--- src/rtl/pulse_stretcher.sv ---
// Multi-channel pulse stretcher: each input rising edge becomes a HOLD_CYCLES-wide
// pulse followed by a GAP_CYCLES low gap; extra edges are queued. Optional
// feature macro: PULSE_STRETCHER_RETRIGGER_EN (a rise during HOLD extends the pulse).
module pulse_stretcher #(
    parameter int CH          = 4,
    parameter int HOLD_CYCLES = 255,
    parameter int GAP_CYCLES  = 64,
    parameter int CNT_W       = 8,
    parameter int PEND_W      = 2
) (
    input  logic          clk,
    input  logic          rst_n,
    input  logic [CH-1:0] in,
    output logic [CH-1:0] out,
    output logic [CH-1:0] busy,
    output logic [CH-1:0] dropped
);

    localparam logic [CNT_W-1:0]  HOLD_LOAD = CNT_W'(HOLD_CYCLES - 1);
    localparam logic [CNT_W-1:0]  GAP_LOAD  = CNT_W'(GAP_CYCLES - 1);
    localparam logic [CNT_W-1:0]  CNT_ZERO  = {CNT_W{1'b0}};
    localparam logic [CNT_W-1:0]  CNT_ONE   = CNT_W'(1);
    localparam logic [PEND_W-1:0] PEND_ZERO = {PEND_W{1'b0}};
    localparam logic [PEND_W-1:0] PEND_ONE  = PEND_W'(1);
    localparam logic [PEND_W-1:0] PEND_MAX  = {PEND_W{1'b1}};

    typedef enum logic [1:0] {
        ST_IDLE = 2'd0,
        ST_HOLD = 2'd1,
        ST_GAP  = 2'd2
    } state_t;

    logic [CH-1:0] in_q_r;
    logic [CH-1:0] rise_s;

    // Previous-cycle input sample for rising-edge detection.
    always_ff @(posedge clk or negedge rst_n) begin
        if (!rst_n) begin
            in_q_r <= {CH{1'b0}};
        end else begin
            in_q_r <= in;
        end
    end

    assign rise_s = in & ~in_q_r;

    for (genvar g = 0; g < CH; g++) begin : g_ch
        state_t            state_r;
        logic [CNT_W-1:0]  cnt_r;
        logic [PEND_W-1:0] pend_r;
        logic              out_r;
        logic              busy_r;
        logic              drop_r;

        // Per-channel HOLD/GAP sequencer with event queue and registered outputs.
        always_ff @(posedge clk or negedge rst_n) begin
            if (!rst_n) begin
                state_r <= ST_IDLE;
                cnt_r   <= CNT_ZERO;
                pend_r  <= PEND_ZERO;
                out_r   <= 1'b0;
                busy_r  <= 1'b0;
                drop_r  <= 1'b0;
            end else begin
                drop_r <= 1'b0;
                case (state_r)
                    ST_IDLE: begin
                        if (rise_s[g]) begin
                            state_r <= ST_HOLD;
                            cnt_r   <= HOLD_LOAD;
                            out_r   <= 1'b1;
                            busy_r  <= 1'b1;
                        end else begin
                            out_r   <= 1'b0;
                            busy_r  <= 1'b0;
                        end
                    end
                    ST_HOLD: begin
                        busy_r <= 1'b1;
                        if (cnt_r == CNT_ZERO) begin
                            state_r <= ST_GAP;
                            cnt_r   <= GAP_LOAD;
                            out_r   <= 1'b0;
                        end else begin
                            cnt_r   <= cnt_r - CNT_ONE;
                            out_r   <= 1'b1;
                        end
`ifdef PULSE_STRETCHER_RETRIGGER_EN
                        // Reload overrides the end-of-hold transition above.
                        if (rise_s[g]) begin
                            state_r <= ST_HOLD;
                            cnt_r   <= HOLD_LOAD;
                            out_r   <= 1'b1;
                        end
`else
                        if (rise_s[g]) begin
                            if (pend_r == PEND_MAX) begin
                                drop_r <= 1'b1;
                            end else begin
                                pend_r <= pend_r + PEND_ONE;
                            end
                        end
`endif
                    end
                    ST_GAP: begin
                        busy_r <= 1'b1;
                        if (cnt_r == CNT_ZERO) begin
                            // A coincident rise replaces the consumed queue slot.
                            if ((pend_r != PEND_ZERO) || rise_s[g]) begin
                                state_r <= ST_HOLD;
                                cnt_r   <= HOLD_LOAD;
                                out_r   <= 1'b1;
                                if (!rise_s[g]) begin
                                    pend_r <= pend_r - PEND_ONE;
                                end
                            end else begin
                                state_r <= ST_IDLE;
                                out_r   <= 1'b0;
                                busy_r  <= 1'b0;
                            end
                        end else begin
                            cnt_r <= cnt_r - CNT_ONE;
                            out_r <= 1'b0;
                            if (rise_s[g]) begin
                                if (pend_r == PEND_MAX) begin
                                    drop_r <= 1'b1;
                                end else begin
                                    pend_r <= pend_r + PEND_ONE;
                                end
                            end
                        end
                    end
                    default: begin
                        state_r <= ST_IDLE;
                        cnt_r   <= CNT_ZERO;
                        pend_r  <= PEND_ZERO;
                        out_r   <= 1'b0;
                        busy_r  <= 1'b0;
                    end
                endcase
            end
        end

        assign out[g]     = out_r;
        assign busy[g]    = busy_r;
        assign dropped[g] = drop_r;
    end

endmodule

--- config.mk ---
export PLATFORM = sky130hd
export DESIGN_NAME = pulse_stretcher
export DESIGN_NICKNAME = d
export VERILOG_FILES = /design/src/rtl/pulse_stretcher.sv
export SDC_FILE = /design/constraint.sdc
export NUM_CORES = 1
export LEC_CHECK = 0
export BUFFER_PORTS_ARGS = -buffer_cell sky130_fd_sc_hd__buf_2
export CORE_MARGIN = 2
export CORE_UTILIZATION = 60
export CTS_BUF_LIST = sky130_fd_sc_hd__clkbuf_4 sky130_fd_sc_hd__clkbuf_8
export DETAILED_ROUTE_END_ITERATION = 16
export PLACE_DENSITY = 0.89
export RECOVER_POWER = 50
export SLEW_MARGIN = 20
export SYNTH_ARGS = -nofsm -noshare
export SYNTH_HDL_FRONTEND = slang
export SYNTH_SLANG_ARGS = --single-unit
--- constraint.sdc ---
create_clock -name clk -period 2.41 [get_ports clk]
set_input_delay 0.3615 -clock clk [delete_from_list [all_inputs] [get_ports clk]]
set_output_delay 0.3615 -clock clk [all_outputs]
set_load 0.005 [all_outputs]
## Word-level counts from Yosys, hierarchy flattened

Cells that the tools add are included.

| operators by class | value |
|---|---|
| add/subtract/negate cells | 12 |
| $mul | 0 |
| divide/modulo/power cells | 0 |
| magnitude comparators | 0 |
| eq/ne operators | 32 |
| shifts and indexed selects | 0 |
| mux-type cells | 108 |
| bitwise logic cells | 6 |
| reductions and logical operators | 28 |

Operators by type and width:

| cell | number |
|---|---|
| 2-to-1 mux 8 bit | 16 |
| case mux 8 bit (3 select lines) | 4 |
| 2-to-1 mux 2 bit | 32 |
| case mux 2 bit (3 select lines) | 8 |
| 2-to-1 mux 1 bit | 36 |
| logical NOT 8 bit | 4 |
| subtractor 8 x 1 -> 8 bit (second input constant) | 4 |
| inequality test 2 bit (second input constant) | 12 |
| inequality test 3 bit (second input constant) | 8 |
| case mux 1 bit (3 select lines) | 8 |
| AND reduction 3 bit | 8 |
| == test 2 bit (second input constant) | 8 |
| adder 2 x 1 -> 2 bit (second input constant) | 4 |
| == test 2 x 1 -> 1 bit (second input constant) | 4 |
| logical NOT 2 bit | 4 |
| case mux 1 bit (2 select lines) | 4 |
| AND reduction 2 bit | 4 |
| nonzero test 2 bit | 4 |
| subtractor 2 x 1 -> 2 bit (second input constant) | 4 |
| bitwise AND 4 bit | 1 |
| logical OR 1 bit | 4 |
| inverter 1 bit | 4 |
| inverter 4 bit | 1 |

| storage, ports and cells | value |
|---|---|
| flip-flop bits (word level) | 64 |
| bits in latches | 0 |
| RAM bits | 0 |
| ROM bits | 0 |
| output and inout bits | 12 |
| word-level logic and storage cells | 211 |
| memories kept | 0 |

## Depth between registers and ports, before layout

| logic depth | value |
|---|---|
| depth in word-level cells | 6 |
| depth in mapped cells | 8 |
| depth with buffers taken out | 7 |

## Least setup slack after synthesis

Ideal clock, no wire load.

| timing path | value |
|---|---|
| path kind | register to register |
| start | register g_ch[1].cnt_r[0] |
| end | register g_ch[1].cnt_r[3] |
| library setup time | 121 ps |
| arrival | 1,829 ps |
| data required time | 2,289 ps |
| slack | 460 ps |
| cell stages (with the launch flop) | 9 |
| cells stage by stage | dfrtp_1 > inv_1 > ha_1 > nor3b_1 > nand2_2 > o41ai_4 > buf_6 > nor2_1 > o22a_1 |

| between the ends | value |
|---|---|
| longest elaborated chain between the ends | 3 |
| elaborated cells between the ends (all ways) | 7 |
| classes of those cells | add/sub (1); eq/ne (1); mux (3); reduce/logical (2) |

RTL lines:

| element | line | source |
|---|---|---|
| start, declared | 49 | `logic [CNT_W-1:0] cnt_r;` |
| start signal, assigned | 85 | `cnt_r <= cnt_r - CNT_ONE;` |
| start signal, assigned | 122 | `cnt_r <= cnt_r - CNT_ONE;` |
| subtractor 8 x 1 -> 8 bit / logical NOT 8 bit (equally long branches) | -- |  |
| 2-to-1 mux 8 bit, or another cell as far along | 107 | `if (cnt_r == CNT_ZERO) begin` |
| case mux 8 bit (3 select lines) / AND reduction 2 bit (equally long branches) | -- |  |

Several ways; a longest one is shown, not always the timed one.
A chain may end at the register's enable or synchronous reset.

## Worst setup path after layout

| timing path | value |
|---|---|
| start | register g_ch[3].cnt_r[0] |
| end | register g_ch[3].cnt_r[0] |

| between the ends | value |
|---|---|
| longest elaborated chain between the ends | 3 |
| elaborated cells between the ends (all ways) | 7 |
| classes of those cells | add/sub (1); eq/ne (1); mux (3); reduce/logical (2) |

RTL lines:

| element | line |
|---|---|
| start, declared | 49 |
| start signal, assigned | 85 |
| start signal, assigned | 122 |
| subtractor 8 x 1 -> 8 bit / logical NOT 8 bit (equally long branches) | -- |
| 2-to-1 mux 8 bit, or another cell as far along | 107 |
| case mux 8 bit (3 select lines) / AND reduction 2 bit (equally long branches) | -- |

Several ways; a longest one is shown, not always the timed one.

==> metrics.md <==
| Metric | Value |
|---|---|
| Status | `completed` |
| Fin crit period | `2.25 ns` |
| Final setup violation count | `0` |
| Clock sinks | `64` |
| Flop pwr share | `33.7%` |
| Largest net degree at the start of global routing | `28` |
| Iteration count of the initial detailed-routing pass | `5` |
| # diodes | `0` |
| Yosys warnings | `0` |
| Vias in the first global route | `3,742` |
| Die ar. | `8290 sq um` |
| Internal power | `3110 uW` |
| Sw frac | `42.4%` |
| Max layer used | `met4` |
| Horiz. Die Dim | `91.0 um` |
| Vert. Die Dim | `91.0 um` |
| Routed Antenna Nets | `0` |
| Ys async rst share | `100%` |
| Worst Setup Path Type | `flop to flop` |
| Area Growth Syn to Fin | `7.71%` |
| Gr ovfl total | `0` |
| Maximum vdd drop | `448 uV` |
| Met1 Wirelength | `4190 um` |
| Worst path required time | `2.64 ns` |
| Top FF cell, synth | `dfrtp_1` |
| Worst R2R Start | `g_ch[3].cnt_r[0]` |
| Setup crit start | `g_ch[3].cnt_r[0]` |
| Final Hold Viols | `0` |
| Post-synth EDFFs | `0` |
| Longest Clk Path Bufs | `2` |
| Core area | `7290 sq um` |
| Rows | `31` |
| Avg Synthesized Cell Area | `8.56 sq um` |
| Clk Tree Root Cell | `clkbuf_8` |
| H-tree depth | `3` |
| Crit path to | `g_ch[3].cnt_r[0]` |
| Met2 WL post-DR | `4920 um` |
| P_leak | `0.00213 uW` |
| Cell Area, Synth | `4540 sq um` |
| Non-filler cells, final | `642` |
| Drt drc | `0` |
| R2R Path End | `g_ch[3].cnt_r[0]` |
| Placed cell count | `626` |
| Final Max Slew Viols | `0` |
| Wire length per cell | `15.5 um` |
| Tcrit/Tclk final | `93.5%` |
| First-pass GRT wire length | `17,200 um` |
| Initial Util | `62.3%` |
| Initial DRC count | `302` |
| Reg2reg path depth | `8` |
| Pwr/cell area | `1100 nW/um^2` |
| Seq/Total Area, Yosys | `35.2%` |
| Flops & latches, synth | `64` |
| FMAX | `444 MHz` |
| Worst EP arrival | `2.49 ns` |
| Crit path max fanout | `8` |
| Crit. End Element | `flop` |
| Clock power share | `19.6%` |
| Distinct cells, synth | `67` |
| CTS tree | `built` |
| CP Launch Type | `flop` |
| Clk_skew | `0.00782 ns` |
| Dpl hpwl | `6830 um` |
| Drt total wl | `9970 um` |
| Nets | `580` |
| Clock Pin Slew Worst Setup and Hold Paths | `0.07 ns` |
| Synthesized instance count | `531` |
| PortBufs | `17` |
| Routability cong. | `0.881` |
| I/O pin count | `18` |
| Vias/cell | `6.28` |
| Via count | `4,033` |
| GRT Util Overall | `24.9%` |
| Worst slew pin tran | `1.02 ns` |
| Setup tns final | `0 ns` |
| Syn nets | `572` |
| Logic pwr share | `46.7%` |
| Hold crit path type | `input pin to flop` |
| P_sw | `2290 uW` |
| Max Cap Viol | `0` |
| CTS Buf Count | `9` |
| Rel. slew slack | `32.3%` |
| Reg2Reg Setup Slack | `0.16 ns` |
| Initial antenna violation count | `0` |
| Worst-Skew Late Latency | `0.34 ns` |
| Layout cell share with drive strength beyond 1 | `11.8%` |
| Metal3 WL | `674 um` |
[worst max-delay path, stage by stage (launching register included)]
cell and delay (ns):
dfrtp_1 0.43, inv_1 0.08, ha_1 0.20, nor3b_1 0.37, nand3b_1 0.21, o41ai_4 0.35
buf_4 0.23, o21ai_0 0.14, o31ai_1 0.12
[cell families (layout without fill, tap and decap cells)]
group / Yosys count / after routing / share of synthesized area (%)
multiplexers: 12 / 12 / 2.81
adder cells (fa/ha/maj): 35 / 35 / 9.64
buffers and inverters: 74 / 86 / 7.54
flip-flops: 64 / 64 / 35.2
XOR/XNOR: 5 / 5 / 0.964
AO/OA/AOI/OAI: 162 / 162 / 24.0
AND/OR/NAND/NOR: 179 / 179 / 19.8
[stage by stage]
| stage | hold slack, ns | utilization, % | total power, uW | cell area [sq um] | worst slack (ns) |
|---|---|---|---|---|---|
| 5_1_grt | 0.137 | 67.1 | 5780 | 4890 | -0.0274 |
| 2_1_floorplan | 0.0659 | - | 3700 | 4540 | 0.460 |
| 3_3_place_gp | 0.324 | 64.0 | 4090 | 4670 | 0.256 |
| 4_1_cts | 0.131 | 67.2 | 5340 | 4900 | 0.122 |
| 3_5_place_dp | 0.324 | 64.0 | 4230 | 4670 | 0.181 |
| 6_report | 0.133 | 67.1 | 5390 | 4890 | 0.157 |
[cells in the final DEF (no fill, tap or decap), types with 13 or more instances in the layout]
cell,count
inv_1,38
ha_1,35
nand2_1,48
dfrtp_1,64
buf_4,13
nor3_1,13
o21ai_0,45
nor2_1,58
a21oi_1,46
[sequential cells by signal (all words and copies together) (netlist names)]
| name | cells |
|---|---|
| g_ch.drop_r | 4 |
| g_ch.out_r | 4 |
| g_ch.pend_r | 8 |
| g_ch.state_r | 8 |
| in_q_r | 4 |
| g_ch.cnt_r | 32 |
| g_ch.busy_r | 4 |
[worst min-delay path by stage]
stage / cells after the start / slack, ns / startpoint / to
5_1_grt: 1 / 0.14 / in[1] / in_q_r[1]
4_1_cts: 1 / 0.13 / in[1] / in_q_r[1]
3_5_place_dp: 1 / 0.32 / rst_n / g_ch[3].pend_r[1]
3_3_place_gp: 1 / 0.32 / rst_n / g_ch[3].pend_r[1]
6_report: 1 / 0.13 / in[1] / in_q_r[1]
2_1_floorplan: 0 / 0.07 / rst_n / g_ch[0].busy_r
[synth_stat cells (2+ instances only)]
master | n | area, sq um
nand2b_1 | 9 | 56.3
nor4_1 | 2 | 12.5
a32o_1 | 3 | 30.0
o21bai_1 | 3 | 22.5
buf_2 | 4 | 20.0
nand2_1 | 48 | 180
o311ai_0 | 5 | 43.8
a221oi_1 | 3 | 26.3
nor4_4 | 2 | 42.5
nand4b_1 | 2 | 17.5
o211ai_1 | 2 | 15.0
and2_1 | 2 | 12.5
xnor2_1 | 4 | 35.0
nand3_1 | 8 | 40.0
inv_1 | 38 | 143
o41ai_1 | 2 | 17.5
mux2i_1 | 6 | 60.1
or2_2 | 5 | 31.3
a31oi_1 | 11 | 68.8
a22o_1 | 7 | 61.3
o21ai_0 | 45 | 225
nor3_1 | 13 | 65.1
or3_1 | 3 | 18.8
o22ai_1 | 2 | 12.5
buf_4 | 14 | 105
mux2_2 | 6 | 67.6
nor3b_1 | 7 | 52.6
or3b_2 | 2 | 17.5
a21oi_1 | 46 | 230
a211oi_1 | 2 | 15.0
nor2_1 | 58 | 218
dfrtp_1 | 64 | 1600
o22a_1 | 4 | 35.0
o31ai_1 | 9 | 67.6
nand4_1 | 2 | 12.5
clkbuf_1 | 16 | 60.1
nor2b_1 | 8 | 50.1
ha_1 | 35 | 438
[metal layers]
metal,up-vias,global-route usage [%]
met1,1887,32.0
met4,0,8.08
li1,1899,-
met3,29,3.57
met5,-,0
met2,218,43.1
[cell type report]
cell class | count | area [sq um]
Multi-Input combinational cell | 393 | 2610
Fill cell | 576 | 2400
Sequential cell | 64 | 1600
Timing Repair Buffer | 33 | 191
Clock buffer | 12 | 159
Inverter | 38 | 143
Tap cell | 99 | 124
Clock inverter | 3 | 65.1
[power groups by stage]
stage	sequential, uW	combinational, uW	clock [uW]
2_1_floorplan	1700	2000	0
3_3_place_gp	1790	2310	0
3_5_place_dp	1810	2420	0
4_1_cts	1800	2470	1070
5_1_grt	1880	2790	1110
6_report	1820	2520	1060
[timing repair]
action / 4_1_cts / 5_1_grt
setup buffers: 0 / 0
resized for setup: 0 / 2
endpoints found under the hold margin: 18 / 0
endpoints found under the setup margin: 0 / 4
hold buffers: 1 / 0
Power figures use the tool's default switching activity.
